## config.mk

```make
export PLATFORM = sky130hd
export DESIGN_NAME = c_wmatrix_arbiter
export DESIGN_NICKNAME = d
export VERILOG_FILES = /design/src/rtl/c_arb_pkg.sv /design/src/rtl/c_wmatrix_prio_state.sv /design/src/rtl/c_wmatrix_arbiter.sv
export SDC_FILE = /design/constraint.sdc
export NUM_CORES = 1
export LEC_CHECK = 0
export ABC_CLOCK_PERIOD_IN_PS = 5700
export CAP_MARGIN = 20
export CORE_UTILIZATION = 35
export CTS_BUF_LIST = sky130_fd_sc_hd__clkbuf_8 sky130_fd_sc_hd__clkbuf_16
export DETAILED_ROUTE_END_ITERATION = 16
export REMOVE_ABC_BUFFERS = 1
export SYNTH_ARGS = -nofsm -noshare
export SYNTH_HDL_FRONTEND = slang
export SYNTH_SLANG_ARGS = --single-unit
```

## constraint.sdc

```tcl
create_clock -name i_clk -period 5.7 [get_ports i_clk]
set_clock_uncertainty 0.15 [all_clocks]
set_input_delay 1.14 -clock i_clk [delete_from_list [all_inputs] [get_ports i_clk]]
set_output_delay 1.14 -clock i_clk [all_outputs]
set_load 0.005 [all_outputs]
```

## src/rtl/c_arb_pkg.sv

```systemverilog
// ---------------------------------------------------------------------------
// c_arb_pkg
// Shared definitions for the arbiter family.
//   RESET_TYPE_*  : reset style identifiers (this family uses synchronous).
//   clog2()       : ceiling log2 for sizing index fields.
//   eff_weight()  : maps a zero weight to 1 so every port gets at least one
//                   grant per round.
// ---------------------------------------------------------------------------
package c_arb_pkg;

    localparam int RESET_TYPE_ASYNC = 0;
    localparam int RESET_TYPE_SYNC  = 1;
    localparam int RESET_TYPE       = RESET_TYPE_SYNC;

    function automatic int clog2(input int value);
        int v;
        int r;
        v = value - 1;
        r = 0;
        while (v > 0) begin
            r = r + 1;
            v = v >> 1;
        end
        return r;
    endfunction

    function automatic logic [31:0] eff_weight(input logic [31:0] w);
        return (w == 32'd0) ? 32'd1 : w;
    endfunction

endpackage

```

## src/rtl/c_wmatrix_prio_state.sv

```systemverilog
// ---------------------------------------------------------------------------
// c_wmatrix_prio_state
// Pairwise priority matrix. Only the upper triangle (r<c) is stored; the
// lower triangle is the complement of its transpose and the diagonal is 1.
// o_state[r][c]=1 means port r beats port c.
// Ports:
//   i_clk, i_reset     : clock, synchronous active-high reset (all ones,
//                        i.e. port 0 highest, last port lowest)
//   i_demote_en        : apply a demotion this edge
//   i_demote_onehot    : port to demote (bit i = port i); it loses to all
//   o_state            : full matrix [row][col], bit index = port number
// ---------------------------------------------------------------------------
module c_wmatrix_prio_state #(
    parameter int num_ports = 8
) (
    input  logic                                i_clk,
    input  logic                                i_reset,
    input  logic                                i_demote_en,
    input  logic [num_ports-1:0]                i_demote_onehot,
    output logic [num_ports-1:0][num_ports-1:0] o_state
);

    localparam int NUM_UP = num_ports * (num_ports - 1) / 2;

    logic [NUM_UP-1:0] r_up;

    // Flat index of upper-triangle element (r,c), r<c.
    function automatic int upi(input int r, input int c);
        return r * num_ports - (r * (r + 1)) / 2 + (c - r - 1);
    endfunction

    always_ff @(posedge i_clk) begin
        if (i_reset) begin
            r_up <= '1;
        end else if (i_demote_en) begin
            for (int r = 0; r < num_ports; r++) begin
                for (int c = r + 1; c < num_ports; c++) begin
                    if (i_demote_onehot[r])
                        r_up[upi(r, c)] <= 1'b0;
                    else if (i_demote_onehot[c])
                        r_up[upi(r, c)] <= 1'b1;
                end
            end
        end
    end

    always_comb begin
        o_state = '0;
        for (int r = 0; r < num_ports; r++) begin
            for (int c = 0; c < num_ports; c++) begin
                if (r == c)
                    o_state[r][c] = 1'b1;
                else if (r < c)
                    o_state[r][c] = r_up[upi(r, c)];
                else
                    o_state[r][c] = ~r_up[upi(c, r)];
            end
        end
    end

endmodule

```

## src/rtl/c_wmatrix_arbiter.sv

```systemverilog
// ---------------------------------------------------------------------------
// c_wmatrix_arbiter
// Weighted matrix arbiter with strict priority classes. The winner keeps top
// priority for eff_weight(weight[g]) counted grants, then is demoted.
// Optional packet lock: define C_WMATRIX_ARB_LOCK_EN (adds i_tail).
// Ports:
//   i_clk, i_reset : clock, synchronous active-high reset
//   i_active       : state-update enable
//   i_req_pr       : requests, class-major (class 0 in MSBs, port 0 MSB)
//   i_weight       : per-port quota, port 0 in MSBs
//   i_update       : commit current grant into arbiter state
//   i_tail         : transfer ends this cycle (lock build only)
//   o_gnt_pr       : one-hot grant within the selected class
//   o_gnt          : merged one-hot grant (port 0 MSB)
// ---------------------------------------------------------------------------
module c_wmatrix_arbiter
    import c_arb_pkg::*;
#(
    parameter int num_ports      = 8,
    parameter int weight_width   = 4,
    parameter int num_priorities = 1
) (
    input  logic                                 i_clk,
    input  logic                                 i_reset,
    input  logic                                 i_active,
    input  logic [num_priorities*num_ports-1:0]  i_req_pr,
    input  logic [num_ports*weight_width-1:0]    i_weight,
    input  logic                                 i_update,
`ifdef C_WMATRIX_ARB_LOCK_EN
    input  logic                                 i_tail,
`endif
    output logic [num_priorities*num_ports-1:0]  o_gnt_pr,
    output logic [num_ports-1:0]                 o_gnt
);

    // Internally bit i always means port i and index p means class p.
    logic [num_priorities-1:0][num_ports-1:0] w_req;
    logic [num_ports-1:0][weight_width-1:0]   w_wt;
    logic [num_ports-1:0]                     w_req_any;
    logic [num_ports-1:0][num_ports-1:0]      w_state;
    logic [num_priorities-1:0][num_ports-1:0] w_intm;
    logic [num_priorities-1:0]                w_cls_sel;
    logic                                     w_cls_found;
    logic [num_priorities-1:0][num_ports-1:0] w_mgnt_pr;
    logic [num_ports-1:0]                     w_mgnt;
    logic [num_priorities-1:0][num_ports-1:0] w_gnt_pr;
    logic [num_ports-1:0]                     w_gnt;
    logic                                     w_tail;
    logic                                     w_upd;
    logic [num_ports-1:0]                     w_hit;
    logic                                     w_demote_en;

    always_comb begin
        w_req     = '0;
        w_wt      = '0;
        w_req_any = '0;
        for (int p = 0; p < num_priorities; p++) begin
            for (int i = 0; i < num_ports; i++) begin
                w_req[p][i] = i_req_pr[(num_priorities-1-p)*num_ports + (num_ports-1-i)];
            end
            w_req_any = w_req_any | w_req[p];
        end
        for (int i = 0; i < num_ports; i++) begin
            w_wt[i] = i_weight[(num_ports-1-i)*weight_width +: weight_width];
        end
    end

    c_wmatrix_prio_state #(
        .num_ports (num_ports)
    ) u_state (
        .i_clk           (i_clk),
        .i_reset         (i_reset),
        .i_demote_en     (w_demote_en),
        .i_demote_onehot (w_gnt),
        .o_state         (w_state)
    );

    // Port i wins class p if it beats (or is unopposed by) every other port.
    always_comb begin
        w_intm = '0;
        for (int p = 0; p < num_priorities; p++) begin
            for (int i = 0; i < num_ports; i++) begin
                w_intm[p][i] = w_req[p][i];
                for (int j = 0; j < num_ports; j++) begin
                    if (!(w_state[i][j] | ~w_req[p][j]))
                        w_intm[p][i] = 1'b0;
                end
            end
        end
    end

    // Highest non-empty class; the lowest class is the default.
    always_comb begin
        w_cls_sel   = '0;
        w_cls_found = 1'b0;
        for (int p = 0; p < num_priorities; p++) begin
            if (!w_cls_found && (|w_req[p])) begin
                w_cls_sel[p] = 1'b1;
                w_cls_found  = 1'b1;
            end
        end
        if (!w_cls_found)
            w_cls_sel[num_priorities-1] = 1'b1;
    end

    always_comb begin
        w_mgnt_pr = '0;
        w_mgnt    = '0;
        for (int p = 0; p < num_priorities; p++) begin
            if (w_cls_sel[p]) begin
                w_mgnt_pr[p] = w_intm[p];
                w_mgnt       = w_mgnt | w_intm[p];
            end
        end
    end

`ifdef C_WMATRIX_ARB_LOCK_EN
    logic [num_ports-1:0]                     r_lock;
    logic [num_ports-1:0]                     w_lock_hit;
    logic                                     w_locked;
    logic [num_priorities-1:0][num_ports-1:0] w_lock_pr;
    logic [num_ports-1:0]                     w_lock_taken;

    assign w_lock_hit = w_req_any & r_lock;
    assign w_locked   = |w_lock_hit;
    assign w_tail     = i_tail;

    // Locked port's grant lands in the highest class it is requesting in.
    always_comb begin
        w_lock_pr    = '0;
        w_lock_taken = '0;
        for (int p = 0; p < num_priorities; p++) begin
            for (int i = 0; i < num_ports; i++) begin
                if (!w_lock_taken[i] && w_lock_hit[i] && w_req[p][i]) begin
                    w_lock_pr[p][i] = 1'b1;
                    w_lock_taken[i] = 1'b1;
                end
            end
        end
    end

    assign w_gnt    = w_locked ? w_lock_hit : w_mgnt;
    assign w_gnt_pr = w_locked ? w_lock_pr  : w_mgnt_pr;

    always_ff @(posedge i_clk) begin
        if (i_reset) begin
            r_lock <= '0;
        end else if (i_active) begin
            if (w_upd && !i_tail)
                r_lock <= w_gnt;
            else if (w_upd || !w_locked)
                r_lock <= '0;
        end
    end
`else
    assign w_tail   = 1'b1;
    assign w_gnt    = w_mgnt;
    assign w_gnt_pr = w_mgnt_pr;
`endif

    // A grant is committed only when something is actually granted.
    assign w_upd       = i_active & i_update & ~i_reset & (|w_gnt);
    assign w_demote_en = w_upd & w_tail & (|(w_hit & w_gnt));

    for (genvar i = 0; i < num_ports; i++) begin : g_cnt
        logic [weight_width-1:0] r_cnt;
        logic [weight_width:0]   w_inc;
        logic [31:0]             w_ew;

        assign w_inc    = {1'b0, r_cnt} + 1'b1;
        assign w_ew     = eff_weight({{(32-weight_width){1'b0}}, w_wt[i]});
        assign w_hit[i] = ({{(31-weight_width){1'b0}}, w_inc} >= w_ew);

        always_ff @(posedge i_clk) begin
            if (i_reset) begin
                r_cnt <= '0;
            end else if (w_upd) begin
                if (w_gnt[i]) begin
                    if (w_tail)
                        r_cnt <= w_hit[i] ? '0 : w_inc[weight_width-1:0];
                end else if (!w_req_any[i]) begin
                    r_cnt <= '0;
                end
            end
        end
    end

    always_comb begin
        o_gnt    = '0;
        o_gnt_pr = '0;
        for (int i = 0; i < num_ports; i++) begin
            o_gnt[num_ports-1-i] = ~i_reset & w_gnt[i];
            for (int p = 0; p < num_priorities; p++) begin
                o_gnt_pr[(num_priorities-1-p)*num_ports + (num_ports-1-i)] =
                    ~i_reset & w_gnt_pr[p][i];
            end
        end
    end

endmodule

```

# == Word-level counts from Yosys, hierarchy flattened ==
# Index checks and enable logic that the tools add are counted.
# op_classes
reduce_logical,74
bitwise,106
shifts,0
div,0
n_lt_le_gt_ge,8
eq_ne,8
add_sub_neg,8
muxes,123
multipliers,0
# ops
operator,count
4-bit 2-to-1 mux,32
1-bit 2-to-1 mux,91
2-bit AND reduction,36
1-bit bitwise OR,56
2-bit nonzero test,28
4-bit by 1-bit adder with 5-bit output (second input constant),8
5-bit by 4-bit greater-or-equal comparator with 1-bit output,8
1-bit NOT,37
4-bit logical NOT,8
2-bit by 1-bit != test with 1-bit output (second input constant),8
8-bit OR reduction,2
1-bit AND,12
8-bit AND,1
# word_totals
latchBits,0
n_memories,0
inputBits,44
register_bits,60
output_inout_bits,16
wordCells,363
rom_bits,0
ramBits,0

# == Longest topological paths before layout ==
# logic_depth
word_depth,13
depth_mapped,11
mapped_depth_nobuf,10

# == Hierarchy ==
# Synthesis repeated with hierarchy kept, for this count alone.
# unflattened
hier_cells,526
area_unflattened_um2,4285.4
# modules_own_cells
mod,area_per_inst_um2,cells_per_inst,seq_area_each_um2,n_inst
c_wmatrix_arbiter,3136.8,399,640.6,1
c_wmatrix_prio_state,1148.6,127,560.5,1

# == Worst setup path before layout ==
# Ideal clock, no wire load.
# synth_path
path_type,input -> output
from,input i_req_pr[5]
to,output o_gnt_pr[6]
stages,7
required_time_ns,4.410
arrival_time_ns,2.291
setup_slack_ns,2.119
n_path_buf,3
path_cell_list,buf_2 nand2b_1 o2111ai_1 or4_1 buf_2 nor2_1 buf_4
# synth_via
elab_chain_len,9
# synth_rtl
element,line,source
"start, declared",c_wmatrix_arbiter.sv:26,"input logic [num_priorities*num_ports-1:0] i_req_pr,"
1-bit NOT,c_wmatrix_arbiter.sv:85,if (!(w_state[i][j] | ~w_req[p][j]))
1-bit bitwise OR,c_wmatrix_arbiter.sv:85,
1-bit 2-to-1 mux (6 in a row),c_wmatrix_arbiter.sv:85,
1-bit AND,-,
"end, declared",c_wmatrix_arbiter.sv:32,"output logic [num_priorities*num_ports-1:0] o_gnt_pr,"
# Every way passes these cells.

# == Final worst setup path ==
# layout_path
from,input i_req_pr[2]
to,output o_gnt_pr[6]
# layout_via
elab_chain_len,6
# layout_rtl
element,line,source
1-bit NOT,c_wmatrix_arbiter.sv:85,
1-bit bitwise OR,c_wmatrix_arbiter.sv:85,
1-bit 2-to-1 mux (3 in a row),c_wmatrix_arbiter.sv:85,
1-bit AND,c_wmatrix_arbiter.sv:195,~i_reset & w_gnt_pr[p][i];
# Every way passes these cells.

==> summary.txt <==
Min path
  • Min-delay src: g_cnt[3].r_cnt[1]
  • Hold crit path type: reg -> reg
  • Worst Hold Endpoint: g_cnt[3].r_cnt[1]
  • Worst hold path depth: 2

Drt
  • Routed Antenna Nets: 0
  • DRC violations left: 0
  • Avg WL per Cell: 15.15 um
  • DRT Pass-1 Iters: 4
  • DRT iter0 DRCs: 205
  • Via count: 3701
  • Total wire length: 10360 um
  • Via density: 5.411

Pwr
  • Total power: 1060 uW
  • Pleak: 0.002033 uW
  • Combinational power share: 11.1%
  • Cell Int Power: 813.5 uW
  • PD cells: 211.8 nW/um^2
  • Clock network fraction of total power: 49.0%
  • Peak supply drop: 0.1274 mV
  • Switch Pwr: 246.2 uW
  • Sequential power share: 39.9%
  • Sw frac: 23.23%

Critical path
  • Crit path kind: in -> out
  • Worst r2r src: g_cnt[7].r_cnt[0]
  • Crit-path most repeated cell: clkdlybuf4s50_1
  • CP peak stage delay: 0.62 ns
  • Critical-path top delay cell: clkdlybuf4s50_1
  • WP data arrival: 3.36 ns
  • Worst Path Max Fanout: 9
  • Critical Path End Type: primary output
  • FF-to-FF End: u_state.r_up[18]
  • R2R setup slack: 2.44 ns
  • Worst Setup Start Kind: input port
  • Worst r2r path cells: 9
  • Critical path cell sequence: clkdlybuf4s50_1 > nand2b_1 > o2111ai_1 > or4_1 > nor2_1 > clkdlybuf4s50_1
  • CP required: 4.41 ns

Floorplan
  • Core Rows: 39
  • Die Area: 12140 sq um
  • I/O pins: 60
  • Initial Util: 35.89%
  • Die X: 110.2 um
  • Core area: 11420 sq um
  • Die H: 110.2 um

Place
  • Inst Count DP: 669
  • DP Area: 4713 sq um
  • RD Place Congestion: 0.9230
  • Port bufs: 59
  • DP Wirelength: 7769 um

Clock tree
  • CTS buffer count: 9
  • H-tree levels: 3
  • CTS clk-pin slew, worst paths: 0.05 ns
  • Postcts setup bufs: 0
  • CTS Hold Buffers Added: 0
  • Post-cts resize count: 0
  • Clock Sinks: 60
  • CTS tree: yes
  • Max Root-Sink Buffers: 2
  • Root buf cell: clkbuf_16
  • Clk Latency, worst-skew pair: 0.33 ns

STA
  • Max Clock Freq: 215.3 MHz
  • Min cycle time layout: 4.645 ns
  • Period utilisation layout: 81.49%
  • Setup TNS: 0 ns
  • Unrepaired setup endpoints after global routing: no
  • Setup violators final: 0
  • Final slew viol count: 0
  • Rel. slew slack: 48.17%
  • Hold Fails Final Rpt: 0
  • Least-Margin Pin Slew: 0.7774 ns

Layout
  • Post-Layout Cell Count: 684
  • Ant. Diodes: 0
  • NumNets Final: 621
  • Share of layout cells above drive strength 1: 7.948%
  • Synth-to-Final Area Change: 22.08%
  • Post-route cell area: 5002 sq um
  • Final core utilization: 43.81%

Synthesis
  • Syn Inst Count: 492
  • Synth top cells by count: 60 x dfxtp_1, 48 x nor2_1, 40 x ha_1
  • Synthesized area: 4098 sq um
  • Most common cell in the synthesized netlist: dfxtp_1
  • Synth Flop Type: dfxtp_1
  • Post-synth cell types: 53
  • Synth top area share: 29.31%
  • Synth area leader: dfxtp_1
  • Post-synth EDFFs: 0
  • Asr flop ratio synth: 0%
  • Synth top area cells: dfxtp_1 29%, ha_1 12%, nor2_1 4.4%, a21oi_1 3.4%, nand2b_1 3.4%
  • Yosys warning total: 0
  • Share of the yosys chip area belonging to registers: 29.31%
  • Post-synthesis sequential element count: 60
  • Mapped Avg Cell Area: 8.329 sq um

Global route
  • Busiest grt layer: met2
  • Global route overflow: 0
  • Met1 GRT Util: 24.58%
  • Initial antenna violation count: 0
  • GRT Total Usage: 17.96%
  • First-pass GRT wire length: 16710 um
  • Vias in the first global route: 3391
  • GR Layer Usage met3: 3.939%
  • Largest net degree at the start of global routing: 42
  • GR met2 Demand/Resource: 28.44%

Job
  • Max-cap violations: 0

Outcome
  • Status: completed
power groups by stage:
stage	Sequential (uW)	Combinational [uW]	Clock (uW)
2_1_floorplan	431	52.1	0
3_3_place_gp	431	116	0
3_5_place_dp	431	118	0
4_1_cts	423	118	529
5_1_grt	422	131	545
6_report	423	118	519
stage by stage:
stage	worst slack, ns	hold WS (ns)
2_1_floorplan	2.189	0.2931
3_3_place_gp	1.078	0.3142
3_5_place_dp	1.035	0.3204
4_1_cts	1.030	0.3281
5_1_grt	0.9467	0.3465
6_report	1.055	0.3227
registers in the layout, indices dropped and copies added (netlist names):
| signal | count |
|---|---|
| g_cnt.r_cnt | 32 |
| u_state.r_up | 28 |
worst max-delay path by stage:
stage	depth (start not counted)	end	slack, ns	from
global placement	5	o_gnt_pr[6]	1.08	i_req_pr[0]
finish	6	o_gnt_pr[6]	1.05	i_req_pr[2]
floorplan	10	u_state.r_up[14]	2.19	i_weight[18]
global route	5	o_gnt[6]	0.95	i_req_pr[6]
CTS	6	o_gnt_pr[6]	1.03	i_req_pr[2]
detailed placement	6	o_gnt_pr[6]	1.04	i_req_pr[2]
per-layer routing:
metal / share of wire [%] / routed length [um]
met1: 49 / 5108
met2: 45 / 4668
met3: 4.8 / 495
met4: 0.89 / 92
met5: 0 / 0
critical path, delay by kind of cell:
family                 cells  cell delay (ns)
AO/OA/AOI/OAI              1             0.12
AND/OR/NAND/NOR            3             0.94
buffers and inverters      2             1.16
cells by family after synthesis:
logic type	count (synthesis)	synth area share, %
compound gates	135	23.30
xor+xnor	16	3.420
fa+ha+maj	40	12.21
buf+inv	58	7.114
flops	60	29.31
mux	2	0.4886
simple gates	181	24.15
placed cells by master (no fill, tap or decap), types with 3 or more instances in the layout:
cell type        synthesis  layout
buf_4                    9       5
a32oi_1                  7       7
inv_2                    3       3
o211ai_1                 7       7
nor2_1                  48      48
nand3b_1                 7       7
nand4bb_1                7       7
nor3_1                   7       7
o21ai_0                 25      25
xnor2_1                  8       8
dfxtp_1                 60      60
a21oi_1                 28      28
a211oi_1                 8       8
nand2b_1                22      22
nor2b_1                  4       4
ha_1                    40      40
o2111ai_1                5       5
nand4_1                 11      11
o31a_1                   8       8
nand3_2                  3       3
a31o_2                   8       8
nand3_1                 20      20
xor2_1                   8       8
a21boi_0                 6       6
nand2_1                 35      35
a22oi_1                  8       8
or2_1                    3       3
o31ai_2                  4       4
clkdlybuf4s50_1          0      58
o32a_1                   3       3
inv_1                   25      26
a31oi_1                  8       8
clkbuf_8                 0       4
clkbuf_16                0       9
area by class of cell:
class	count	area [sq um]
clock inverter	2	8.758
inverter	28	105.1
sequential	60	1201
timing repair buffer	64	623.1
multi-input combinational	374	2605
clock buffer	13	280.3
fill	1168	6416
tap	143	178.9
Note: power is estimated with default switching activity, not from simulation.
